--- src/rtl/card_count_tracker_if.sv ---
// Classifier-to-tracker card handshake.
// One 4-bit card rank per valid/ready transfer.
interface card_count_tracker_if;
    logic       cls_valid;
    logic [3:0] cls_rank;
    logic       cls_ready;

    modport master (
        output cls_valid,
        output cls_rank,
        input  cls_ready
    );

    modport slave (
        input  cls_valid,
        input  cls_rank,
        output cls_ready
    );
endinterface

--- src/rtl/card_count_tracker.sv ---
// Hi-Lo running count, shoe tracking and true count.
// True count comes from a bit-serial restoring divider.
module card_count_tracker #(
    parameter int NUM_DECKS = 6,
    parameter int COUNT_W   = 8,
    parameter int SEEN_W    = $clog2(52*NUM_DECKS+1)
) (
    input  logic                      clk,
    input  logic                      rst_n,
    card_count_tracker_if.slave       cls,
    input  logic                      shoe_clear,
    output logic signed [COUNT_W-1:0] running_count,
    output logic signed [COUNT_W-1:0] true_count,
    output logic                      tc_valid,
    output logic [SEEN_W-1:0]         cards_seen,
    output logic                      shoe_empty,
    output logic                      card_drop
);
    localparam int TOTAL = 52*NUM_DECKS;
    localparam int DR_W  = $clog2(NUM_DECKS+1);
    localparam int MAG_W = COUNT_W+1;
    localparam int CNT_W = $clog2(COUNT_W);

    localparam logic signed [MAG_W-1:0] SMAX =
        {2'b00, {(COUNT_W-1){1'b1}}};
    localparam logic signed [MAG_W-1:0] SMIN =
        {2'b11, {(COUNT_W-1){1'b0}}};
    localparam logic [CNT_W-1:0] LAST = CNT_W'(COUNT_W-1);

    typedef enum logic {IDLE, DIV} state_t;

    state_t             state;
    logic [DR_W-1:0]    decks_rem;
    logic [5:0]         m52;
    logic [CNT_W-1:0]   cnt;
    logic [MAG_W-1:0]   rem_q;
    logic [COUNT_W-1:0] dvd_q;
    logic [MAG_W-1:0]   dvs_q;
    logic               neg_q;
    logic               qtop_q;

    function automatic logic signed [COUNT_W-1:0] sat(
        input logic signed [MAG_W-1:0] v
    );
        if (v > SMAX)
            return SMAX[COUNT_W-1:0];
        else if (v < SMIN)
            return SMIN[COUNT_W-1:0];
        else
            return v[COUNT_W-1:0];
    endfunction

    logic [3:0] rank;
    logic       accept;
    logic       is_card;
    logic       counted;
    logic       dropped;

    assign cls.cls_ready = (state == IDLE) && !shoe_clear;
    assign rank          = cls.cls_rank;
    assign accept        = cls.cls_valid && cls.cls_ready;
    assign is_card       = (rank >= 4'd1) && (rank <= 4'd13);
    assign shoe_empty    = cards_seen == SEEN_W'(TOTAL);
    assign counted       = accept && is_card && !shoe_empty;
    assign dropped       = accept && ((rank >= 4'd14) ||
                                      (is_card && shoe_empty));

    logic signed [MAG_W-1:0] wt;
    always_comb begin
        wt = '0;
        unique case (1'b1)
            (rank >= 4'd2 && rank <= 4'd6): wt = MAG_W'(1);
            (rank >= 4'd7 && rank <= 4'd9): wt = '0;
            default:                        wt = '1;
        endcase
    end

    logic signed [COUNT_W-1:0] rc_next;
    logic [MAG_W-1:0]          rc_ext;
    logic [MAG_W-1:0]          mag;
    logic [DR_W-1:0]           dr_next;
    logic [5:0]                m52_next;
    logic [MAG_W-1:0]          dvs;
    logic                      q_top;

    always_comb begin
        rc_next  = sat({running_count[COUNT_W-1], running_count} + wt);
        rc_ext   = {rc_next[COUNT_W-1], rc_next};
        mag      = rc_next[COUNT_W-1] ? (~rc_ext + MAG_W'(1)) : rc_ext;
        m52_next = (m52 == 6'd51) ? 6'd0 : m52 + 6'd1;
        dr_next  = (m52 == 6'd51) ? decks_rem - DR_W'(1) : decks_rem;
        dvs      = (dr_next == '0) ? MAG_W'(1) : MAG_W'(dr_next);
        // The magnitude bit above COUNT_W resolves before iterating.
        q_top    = mag[COUNT_W] && (dvs == MAG_W'(1));
    end

    logic [MAG_W-1:0]          rem_sh;
    logic                      qbit;
    logic [MAG_W-1:0]          rem_nx;
    logic [COUNT_W-1:0]        dvd_nx;
    logic [MAG_W-1:0]          q_full;
    logic signed [MAG_W-1:0]   q_s;

    always_comb begin
        rem_sh = {rem_q[MAG_W-2:0], dvd_q[COUNT_W-1]};
        qbit   = rem_q[MAG_W-1] || (rem_sh >= dvs_q);
        rem_nx = qbit ? rem_sh - dvs_q : rem_sh;
        dvd_nx = {dvd_q[COUNT_W-2:0], qbit};
        q_full = {qtop_q, dvd_nx};
        q_s    = neg_q ? $signed(~q_full + MAG_W'(1))
                       : $signed(q_full);
    end

    always_ff @(posedge clk or negedge rst_n) begin
        if (!rst_n) begin
            state         <= IDLE;
            running_count <= '0;
            true_count    <= '0;
            tc_valid      <= 1'b1;
            cards_seen    <= '0;
            decks_rem     <= DR_W'(NUM_DECKS);
            m52           <= '0;
            card_drop     <= 1'b0;
            cnt           <= '0;
            rem_q         <= '0;
            dvd_q         <= '0;
            dvs_q         <= MAG_W'(1);
            neg_q         <= 1'b0;
            qtop_q        <= 1'b0;
        end else if (shoe_clear) begin
            state         <= IDLE;
            running_count <= '0;
            true_count    <= '0;
            tc_valid      <= 1'b1;
            cards_seen    <= '0;
            decks_rem     <= DR_W'(NUM_DECKS);
            m52           <= '0;
            card_drop     <= 1'b0;
            cnt           <= '0;
        end else begin
            card_drop <= dropped;
            unique case (state)
                IDLE: begin
                    if (counted) begin
                        running_count <= rc_next;
                        cards_seen    <= cards_seen + SEEN_W'(1);
                        decks_rem     <= dr_next;
                        m52           <= m52_next;
                        tc_valid      <= 1'b0;
                        cnt           <= '0;
                        dvs_q         <= dvs;
                        neg_q         <= rc_next[COUNT_W-1];
                        qtop_q        <= q_top;
                        rem_q         <= MAG_W'(mag[COUNT_W] && !q_top);
                        dvd_q         <= mag[COUNT_W-1:0];
                        state         <= DIV;
                    end
                end
                DIV: begin
                    rem_q <= rem_nx;
                    dvd_q <= dvd_nx;
                    cnt   <= cnt + CNT_W'(1);
                    if (cnt == LAST) begin
                        true_count <= sat(q_s);
                        tc_valid   <= 1'b1;
                        state      <= IDLE;
                    end
                end
                default: state <= IDLE;
            endcase
        end
    end
endmodule

--- src/flat_wrapper.sv ---
// flat-port wrapper written by rule: the top's interface ports become plain ports
module card_count_tracker_flat 
#(
    parameter int NUM_DECKS = 6,
    parameter int COUNT_W   = 8,
    parameter int SEEN_W    = $clog2(52*NUM_DECKS+1)
)
  (clk, rst_n, shoe_clear, running_count, true_count, tc_valid, cards_seen, shoe_empty, card_drop, cls_cls_valid, cls_cls_rank, cls_cls_ready);
  card_count_tracker_if cls_i ();
  input  logic clk;
  input  logic rst_n;
  input  logic shoe_clear;
  output logic signed [COUNT_W-1:0] running_count;
  output logic signed [COUNT_W-1:0] true_count;
  output logic tc_valid;
  output logic [SEEN_W-1:0] cards_seen;
  output logic shoe_empty;
  output logic card_drop;
  input wire logic [$bits(cls_i.cls_valid)-1:0] cls_cls_valid;
  input wire logic [$bits(cls_i.cls_rank)-1:0] cls_cls_rank;
  output wire logic [$bits(cls_i.cls_ready)-1:0] cls_cls_ready;
  assign cls_i.cls_valid = cls_cls_valid;
  assign cls_i.cls_rank = cls_cls_rank;
  assign cls_cls_ready = cls_i.cls_ready;
  card_count_tracker #(.NUM_DECKS(NUM_DECKS), .COUNT_W(COUNT_W), .SEEN_W(SEEN_W)) u_core (.clk(clk), .rst_n(rst_n), .cls(cls_i), .shoe_clear(shoe_clear), .running_count(running_count), .true_count(true_count), .tc_valid(tc_valid), .cards_seen(cards_seen), .shoe_empty(shoe_empty), .card_drop(card_drop));
endmodule
--- config.mk ---
export PLATFORM = sky130hd
export DESIGN_NAME = card_count_tracker_flat
export DESIGN_NICKNAME = d
export VERILOG_FILES = /design/src/rtl/card_count_tracker_if.sv /design/src/rtl/card_count_tracker.sv /design/src/flat_wrapper.sv
export SDC_FILE = /design/constraint.sdc
export NUM_CORES = 1
export LEC_CHECK = 0
export CORE_UTILIZATION = 58
export DETAILED_ROUTE_END_ITERATION = 7
export PLACE_DENSITY = 0.81
export SKIP_CTS_REPAIR_TIMING = 1
export SYNTH_ARGS = -nofsm -noshare
export SYNTH_HDL_FRONTEND = slang
export SYNTH_SLANG_ARGS = --single-unit
--- constraint.sdc ---
create_clock -name clk -period 3.5 [get_ports clk]
set_input_delay 0.35 -clock clk [delete_from_list [all_inputs] [get_ports clk]]
set_output_delay 0.35 -clock clk [all_outputs]
set_load 0.01 [all_outputs]
Word-level counts from Yosys, hierarchy flattened
Cells that the tools add are included.
{"block": "op_classes", "eq_ne": 8, "order_cmp": 12, "n_reduce_logical": 25, "n_addsub": 8, "bitwise": 4, "n_mux": 42}
{"cell": "$mux 8", "n": 11}
{"cell": "$mux 9", "n": 7}
{"cell": "$pmux 9 s2", "n": 2}
{"cell": "$add 9x1->9 const B", "n": 3}
{"cell": "$mux 6", "n": 4}
{"cell": "$mux 3", "n": 7}
{"cell": "$gt 9x8->1 const B", "n": 2}
{"cell": "$lt 9x8->1 const B", "n": 2}
{"cell": "$not 9->9", "n": 2}
{"cell": "$pmux 8 s2", "n": 1}
{"cell": "$logic_and 1x1->1", "n": 11}
{"cell": "$add 9x9->9", "n": 1}
{"cell": "$eq 9x1->1 const B", "n": 1}
{"cell": "$eq 9x9->1 const B", "n": 1}
{"cell": "$ge 9x9->1", "n": 1}
{"cell": "$sub 9x9->9", "n": 1}
{"cell": "$le 4x4->1 const B", "n": 2}
{"cell": "$reduce_and 2->1", "n": 4}
{"cell": "$mux 1", "n": 7}
{"cell": "$add 6x1->6 const B", "n": 1}
{"cell": "$eq 6x6->1 const B", "n": 1}
{"cell": "$pmux 3 s2", "n": 1}
{"cell": "$reduce_bool 2->1", "n": 3}
{"cell": "$ge 4x1->1 const B", "n": 1}
{"cell": "other kinds (17)", "n": 22}
{"block": "word_totals", "elab_cells": 113, "inputBits": 8, "out_inout_bits": 29, "ff_bits": 68}

Depth between registers and ports, before layout
Gate-level depths: netlist of run 1.
{"block": "depth", "ltp_word": 15, "mapped_depth": 18, "ltp_nobuf": 17}

Worst setup path before layout of run 1
Ideal clock, no wire load.
{"block": "synth_path", "path_kind": "in2reg", "from": "in cls_cls_rank[1]", "to": "reg u_core.dvd_q[6]", "setup_time_ns": 0.077, "slack_ns": -0.239, "arrival_time_ns": 3.662, "cell_stages": 17, "n_path_buf": 2, "t_required_ns": 3.423, "path_cell_list": "nor2_1 xor2_1 ha_1 buf_2 a21o_1 a21o_1 o21ai_1 a31o_2 clkbuf_1 nand2_1 a21oi_1 ha_1 inv_1 a2111oi_0 a211oi_2 xor2_1 a21oi_1"}
{"block": "synth_between", "elab_chain_len": 12, "elab_cells_between_ends": 24, "cone_classes": "add/sub (2); order compare (8); eq/ne (1); mux (6); bitwise (1); reduce/logical (6)"}
{"element": "start, declared", "line_no": "flat_wrapper.sv:20", "rtl": "input wire logic [$bits(cls_i.cls_rank)-1:0] cls_cls_rank;"}
{"element": "$ge 4x3->1 (tied with other cells)", "line_no": "card_count_tracker.sv:73", "rtl": "(rank >= 4'd7 && rank <= 4'd9): wt = '0;"}
{"element": "$logic_and 1x1->1 (on tied branches)", "line_no": "card_count_tracker.sv:73, card_count_tracker.sv:72"}
{"element": "$pmux 9 s2", "line_no": "card_count_tracker.sv:71", "rtl": "unique case (1'b1)"}
{"element": "$add 9x9->9", "line_no": "card_count_tracker.sv:87", "rtl": "rc_next = sat({running_count[COUNT_W-1], running_count} + wt);"}
{"element": "$lt 9x8->1", "line_no": "card_count_tracker.sv:47", "rtl": "else if (v < SMIN)"}
{"element": "$mux 8", "line_no": "card_count_tracker.sv:47"}
{"element": "$mux 8", "line_no": "card_count_tracker.sv:45", "rtl": "if (v > SMAX)"}
{"element": "$not 9->9", "line_no": "card_count_tracker.sv:89", "rtl": "mag = rc_next[COUNT_W-1] ? (~rc_ext + MAG_W'(1)) : rc_ext;"}
{"element": "$add 9x1->9", "line_no": "card_count_tracker.sv:89"}
{"element": "$mux 9", "line_no": "card_count_tracker.sv:89"}
{"element": "$mux 8", "line_no": "card_count_tracker.sv:144", "rtl": "if (counted) begin"}
{"element": "$pmux 8 s2", "line_no": "card_count_tracker.sv:142", "rtl": "unique case (state)"}
{"element": "end signal, assigned", "line_no": "card_count_tracker.sv:155", "rtl": "dvd_q <= mag[COUNT_W-1:0];"}
{"element": "end signal, assigned", "line_no": "card_count_tracker.sv:161", "rtl": "dvd_q <= dvd_nx;"}
{"element": "end, declared", "line_no": "card_count_tracker.sv:37", "rtl": "logic [COUNT_W-1:0] dvd_q;"}
Parallel ways exist; a longest one is shown, timed or not. The select of a mux whose other input is x is not followed.
A chain may end at the register's enable or synchronous reset.

Final worst setup path of run 1
{"block": "layout_path", "from": "in cls_cls_rank[0]", "to": "reg u_core.dvd_q[6]"}
Same word-level chain as after synthesis.

==> impl_metrics.env, run 1 <==
export IMPL_die_y_um=84.0
export IMPL_fin_crit_sh_pct=93.9
export IMPL_worstPathBufferInverterCount=3
export IMPL_clockRootBuffer="clkbuf_8"
export IMPL_tightestPinTransition_ns=0.948
export IMPL_synth_seq_area_share_pct=39.9
export IMPL_yosys_area_share_xor_xnor_pct=7.18
export IMPL_route_vias_total=3497
export IMPL_syn_to_final_growth_pct=24.5
export IMPL_synth_adder_area_share_pct=7.92
export IMPL_vdd_drop_max_mv=0.438
export IMPL_numCtsBuffers=9
export IMPL_routed_via_density=5.87
export IMPL_cp_start_kind="input pin"
export IMPL_die_area_sq_um=7060
export IMPL_synth_compound_area_share_pct=20.0
export IMPL_static_power_due_to_leakage_nw=2.21
export IMPL_fin_util_pct=75.6
export IMPL_yosys_most_used_dff="dfrtp_1"
export IMPL_status="finished, violations left"
export IMPL_cellPowerDensity_nw_per_um2=715
export IMPL_final_max_slew_violation_count=0
export IMPL_num_rows=29
export IMPL_flip_flop_and_latch_count_after_synthesis=62
export IMPL_fin_nets=543
export IMPL_routability_congestion=0.917
export IMPL_finClkSkew_ns=0.0102
export IMPL_antenna_cells=0
export IMPL_finalSetupViolCount=0
export IMPL_synth_simple_gate_area_share_pct=20.8
export IMPL_routed_wl_mm=9.12
export IMPL_portBuffers=36
export IMPL_core_region_area_sq_um=6420
export IMPL_synth_top_cells_by_area="dfrtp_1 37%, ha_1 6.1%, nand2_1 4.5%"
export IMPL_fraction_of_layout_cells_with_a_size_suffix_above_1_pct=15.2
export IMPL_cts_reportedPaths_clkPinSlew_ns=0.08
export IMPL_post_place_ws_ns=-0.538
export IMPL_yosys_warnings=0
export IMPL_clock_insertion_delay_worst_skew_ns=0.35
export IMPL_max_cap_violations=0
export IMPL_grt_start_max_net_pins=45
export IMPL_path_class_of_the_lowest_slack_min_delay_path="input pin to asynchronous set/reset pin"
export IMPL_violations="design-rule violations"
export IMPL_timing_critical_path_fanout_max=5
export IMPL_total_number_of_clock_tree_sinks=62
export IMPL_grt_pass1_wl_mm=15.1
export IMPL_fmaxAchievable_mhz=304
export IMPL_proportion_of_synthesized_flip_flops_having_asynchronous_set_or_reset_pct=100
export IMPL_synth_largest_type_area_fraction_pct=37.2
export IMPL_hold_viol=0
export IMPL_cts_tree="done"
export IMPL_slew_headroom_pct=36.8
export IMPL_crit_path_cell_trace="clkdlybuf4s50_1 > nand3_1 > nor2_1 > a21oi_1 > ha_1 > buf_4 > a211oi_1 > or3_4 > and3_4 > or2_4 > maj3_2 > ha_2 > buf_4 > a211oi_2 > xor2_1 > a21oi_1"
export IMPL_worst_endpoint_arrival_ns=3.49
export IMPL_postSynthNetCount=474
export IMPL_grt_antenna_before_repair=0
export IMPL_netlist_top_cells_count="58 x dfrtp_1, 47 x nand2_1, 39 x nor2_1"
export IMPL_yosys_cell_types_count=57
export IMPL_cpPeakStageDelay_ns=0.45
export IMPL_cp_data_required_time_ns=3.71
export IMPL_syn_inst=445
export IMPL_rr_worst_depth=13
export IMPL_worst_r2r_setup_slack_ns=0.33
export IMPL_critPathSlowestCell="clkdlybuf4s50_1"
export IMPL_detailed_placer_s_ending_hpwl_mm=6.62
export IMPL_detail_route_first_pass_iterations=7
export IMPL_drcViolationCount=4
export IMPL_finalCriticalPeriod_ns=3.29
export IMPL_crit_reg2reg_launch="u_core.dvs_q[1]"
export IMPL_drt_antenna_net_count=0
export IMPL_tot_gr_track_use_pct=27.0
export IMPL_ioPinCount=37
export IMPL_setup_worst_path_end_class="register"
export IMPL_timing_critical_path_max_delay_family="simple AND/OR/NAND/NOR gates"
export IMPL_worstReg2RegEnd="u_core.true_count[0]"
export IMPL_final_critical_path_setup_slack_ns=0.215
export IMPL_clk_path_buf_depth=2
export IMPL_cts_htree_levels=3
export IMPL_largest_family_of_logic_cells_by_synthesized_area="simple AND/OR/NAND/NOR gates"
export IMPL_post_drt_wl_per_cell_um=15.3
export IMPL_mappedNetlistArea_sq_um=3900
export IMPL_horizontal_die_dimension_um=84.0
export IMPL_setup_worst_path_class="input pin to register"
export IMPL_synth_area_leader_cell="dfrtp_1"
export IMPL_floorplan_initialDensity_pct=60.7
export IMPL_grt_remaining_overflow=0
export IMPL_grt_pass1_vias=3276
export IMPL_detailedRoute_firstIterationViolations=173
export IMPL_yosys_mux_area_fraction_pct=0.545
export IMPL_number_of_enable_type_register_cells_in_the_synthesized_netlist=0
export IMPL_yosys_cell_count_top_type="dfrtp_1"
export IMPL_synthesis_area_per_instance_sq_um=8.77
## sequential cells by signal, indices dropped and copies added (netlist names), 6 cells and up
signal	count
u_core.rem_q	9
u_core.cards_seen	9
u_core.running_count	8
u_core.true_count	8
u_core.dvd_q	8
u_core.m52	6
## worst max path at each step
stage	startpoint	end	slack, ns	cells after the start
after CTS	cls_cls_rank[1]	u_core.dvd_q[6]	-0.19	16
after floorplan	cls_cls_rank[1]	u_core.dvd_q[6]	0.01	17
final	cls_cls_rank[0]	u_core.dvd_q[6]	0.21	16
after global placement	cls_cls_rank[2]	u_core.dvd_q[6]	-0.39	16
after detailed placement	cls_cls_rank[1]	u_core.dvd_q[6]	-0.54	16
after global routing	cls_cls_rank[0]	u_core.dvd_q[6]	-0.03	18
## where the power goes
group          leakage (nW)  total [mW]  internal (mW)  switching [mW]
Combinational          1.29        1.75          0.825           0.927
Sequential            0.816        1.00          0.840           0.163
Clock                 0.111       0.719          0.410           0.309
Total                  2.21        3.47           2.08            1.40
## through the flow
step	setup TNS (ns)	instance area, sq um	power [mW]	hold slack [ns]	std cells
2_1_floorplan	0	3910	2.14	0.0544	445
3_3_place_gp	-1.16	4590	2.65	0.463	580
3_5_place_dp	-1.86	4590	2.71	0.474	580
4_1_cts	-0.318	4810	3.45	0.172	596
5_1_grt	-0.0290	4860	3.73	0.221	596
6_report	0	4860	3.47	0.144	596
## logic make-up (layout without fill, tap and decap cells)
group                    Yosys count  in the layout
flip-flops                        62             62
AND/OR/NAND/NOR                  162            162
adder cells (fa/ha/maj)           24             24
multiplexers                       2              2
AO/OA/AOI/OAI                    128            128
buffers and inverters             35            109
XOR/XNOR                          32             32
## routing by layer
layer  GRT usage (%)  share of wire [%]  vias up
li1                -                  -     1735
met1            34.4                 43     1648
met2            47.2                 50      103
met3            4.85                5.0       11
met4            7.52                1.2        0
met5               0                  0        -
## cell usage in the layout, fill, tap and decap left out, types with 5 or more instances in the layout
cell,n
nor3_1,9
inv_1,16
nand2_1,47
a21oi_1,33
nand3b_1,8
o211ai_1,8
a21o_1,8
o21ai_0,31
buf_4,40
nor2b_1,5
nand3_1,12
clkdlybuf4s50_1,32
ha_1,17
or3_1,5
and3_1,6
xor2_1,19
clkbuf_8,9
o31ai_1,5
o21ai_1,16
nor2_1,38
dfrtp_1,58
xnor2_1,12
nand4_1,5
## worst register-to-register path: cells and delay by family, from the launching register on
family	cells	cell delay [ns]
AO/OA/AOI/OAI	3	0.49
adder cells (fa/ha/maj)	2	0.51
XOR/XNOR	1	0.27
flip-flops	1	0.37
buffers and inverters	2	0.15
AND/OR/NAND/NOR	5	1.32
## cell type report
class / instances / area, sq um
well taps: 77 / 96.3
multi-input cells: 348 / 2250
fillers: 467 / 1560
flip-flops and latches: 62 / 1560
clock inverters: 7 / 103
repair buffers: 76 / 663
inverters: 17 / 63.8
clock buffers: 9 / 124
Note: power is estimated with default switching activity, not from simulation.
==> run 2, diff against run 1 <==
CORE_MARGIN = 2   (was not set)
==> run 2 against run 1 <==
  * The run now ends clean
  * Die area is 4.8% higher
  * Hold slack worse by 0.050 ns
  * Register-to-register slack better by 0.02 ns
  * Clock power down 7.2%
  * Cell area rose by 2.0%
  * Sequential share of layout area fell by 0.63 points
  * Non-clock buffer count is 10 higher
  * Clock-buffer cell count rose by 6
  * Via count increased by 3.9%
  * Worst setup slack lost 0.010 ns
  * First-iteration DRC count is 0.58% higher
  * Critical endpoint unchanged
  * Largest cell class unchanged
  * Combinational power rose by 6%
==> impl_metrics.env, run 2 (same netlist as run 1, synthesis figures left out) <==
export IMPL_antenna_cells=0
export IMPL_core_region_area_sq_um=6420
export IMPL_detail_route_first_pass_iterations=5
export IMPL_tightestPinTransition_ns=0.816
export IMPL_vdd_drop_max_mv=0.389
export IMPL_layout_cells_most_common_list="58 x dfrtp_1, 50 x buf_4, 47 x nand2_1, 37 x nor2_1, 32 x clkdlybuf4s50_1"
export IMPL_timing_critical_path_fanout_max=5
export IMPL_cellPowerDensity_nw_per_um2=711
export IMPL_finalCriticalPeriod_ns=3.30
export IMPL_detailed_placer_s_ending_hpwl_mm=6.86
export IMPL_worstReg2RegEnd="u_core.true_count[0]"
export IMPL_worst_r2r_setup_slack_ns=0.35
export IMPL_path_class_of_the_lowest_slack_min_delay_path="input pin to asynchronous set/reset pin"
export IMPL_drt_antenna_net_count=0
export IMPL_horizontal_die_dimension_um=86.0
export IMPL_die_area_sq_um=7400
export IMPL_globalRoute_busiestLayer="met2"
export IMPL_cts_htree_levels=3
export IMPL_critPathSlowestCell="clkdlybuf4s50_1"
export IMPL_fin_crit_sh_pct=94.2
export IMPL_top_regs="u_core.cards_seen (9), u_core.rem_q (9)"
export IMPL_max_cap_violations=0
export IMPL_cpPeakStageDelay_ns=0.42
export IMPL_crit_reg2reg_launch="u_core.dvs_q[1]"
export IMPL_placed_cells=586
export IMPL_rr_worst_depth=13
export IMPL_finalSetupViolCount=0
export IMPL_cts_tree="done"
export IMPL_route_vias_total=3634
export IMPL_post_drt_wl_per_cell_um=16.2
export IMPL_drcViolationCount=0
export IMPL_mostFrequentLayoutCell="dfrtp_1"
export IMPL_cp_data_required_time_ns=3.72
export IMPL_portBuffers=36
export IMPL_tot_gr_track_use_pct=27.4
export IMPL_die_y_um=86.0
export IMPL_crit_path_cell_trace="clkdlybuf4s50_1 > nand3_1 > nor2_2 > a21oi_2 > ha_2 > buf_4 > a211oi_2 > or3_4 > and3_4 > or2_4 > maj3_2 > ha_2 > buf_4 > a211oi_2 > xor2_1 > a21oi_1"
export IMPL_num_rows=29
export IMPL_cp_start_kind="input pin"
export IMPL_worstPathBufferInverterCount=3
export IMPL_total_number_of_clock_tree_sinks=62
export IMPL_grt_pass1_vias=3526
export IMPL_finClkSkew_ns=0.00970
export IMPL_grt_antenna_before_repair=0
export IMPL_floorplan_initialDensity_pct=60.7
export IMPL_routability_congestion=0.875
export IMPL_setup_worst_path_end_class="register"
export IMPL_grt_pass1_wl_mm=16.2
export IMPL_fin_nets=553
export IMPL_timing_critical_path_max_delay_family="simple AND/OR/NAND/NOR gates"
export IMPL_fraction_of_layout_cells_with_a_size_suffix_above_1_pct=17.4
export IMPL_routed_wl_mm=9.82
export IMPL_numCtsBuffers=9
export IMPL_grt_start_max_net_pins=38
export IMPL_cts_reportedPaths_clkPinSlew_ns=0.07
export IMPL_syn_to_final_growth_pct=27.0
export IMPL_fin_cells=606
export IMPL_final_max_slew_violation_count=0
export IMPL_groute_layer_met1_usage_pct=35.0
export IMPL_unrepaired_setup_endpoints_after_global_routing="no"
export IMPL_slew_headroom_pct=45.6
export IMPL_clock_insertion_delay_worst_skew_ns=0.34
export IMPL_static_power_due_to_leakage_nw=2.26
export IMPL_routed_via_density=6.00
export IMPL_clk_path_buf_depth=2
export IMPL_clockRootBuffer="clkbuf_8"
export IMPL_worst_endpoint_arrival_ns=3.52
export IMPL_status="complete, no violations"
export IMPL_gr_usage_met3_pct=5.49
export IMPL_fin_util_pct=77.2
export IMPL_setup_worst_path_class="input pin to register"
export IMPL_grt_remaining_overflow=0
export IMPL_ioPinCount=37
export IMPL_detailedRoute_firstIterationViolations=174
export IMPL_use_met2_pct=47.6
export IMPL_fmaxAchievable_mhz=303
export IMPL_hold_viol=0
## run 2: cell count changes in the layout (fill, tap and decap cells not counted), sizes merged
cell / before / now
buf: 41 / 51
clkbuf: 9 / 15
inv: 21 / 17
bufinv: 2 / 1
clkinvlp: 1 / 0
## run 2: area by class of cell
cell class / count / area, sq um
Sequential cell: 62 / 1560
Timing Repair Buffer: 86 / 738
Tap cell: 77 / 96.3
Fill cell: 449 / 1470
Clock buffer: 15 / 176
Multi-Input combinational cell: 348 / 2290
Inverter: 17 / 63.8
Clock inverter: 1 / 30.0
## run 2: how the worst max path moves through the flow
| stage | startpoint | endpoint | slack, ns | cells past startpoint |
|---|---|---|---|---|
| floorplan | cls_cls_rank[1] | u_core.dvd_q[6] | 0.01 | 17 |
| CTS | cls_cls_rank[1] | u_core.dvd_q[6] | -0.29 | 16 |
| global placement | cls_cls_rank[1] | u_core.dvd_q[6] | -0.34 | 16 |
| detailed placement | cls_cls_rank[1] | u_core.dvd_q[6] | -0.59 | 16 |
| global route | u_core.dvs_q[1] | u_core.true_count[0] | 0.08 | 13 |
| finish | cls_cls_rank[0] | u_core.dvd_q[6] | 0.20 | 16 |
## run 2: stage by stage
stage	instance area (sq um)	hold slack, ns	TNS, ns	setup WS, ns	total power, mW
2_1_floorplan	3910	0.0544	0	0.0119	2.14
3_3_place_gp	4630	0.462	-1.02	-0.344	2.66
3_5_place_dp	4630	0.472	-1.91	-0.591	2.74
4_1_cts	4840	0.126	-0.605	-0.288	3.42
5_1_grt	4960	0.157	0	0.0836	3.77
6_report	4960	0.0934	0	0.204	3.52
## run 2: power by group
| group | leakage (nW) | switching [mW] | total [mW] | internal (mW) |
|---|---|---|---|---|
| sequential | 0.816 | 0.166 | 1.01 | 0.841 |
| clock | 0.104 | 0.278 | 0.667 | 0.389 |
| combinational | 1.34 | 0.979 | 1.85 | 0.872 |
| total | 2.26 | 1.42 | 3.52 | 2.10 |
## run 2: metal layers
metal / routed length (um) / up-vias
met5: 0 / -
met4: 144 / 0
met3: 464 / 22
met2: 5000 / 116
met1: 4210 / 1745
li1: - / 1751
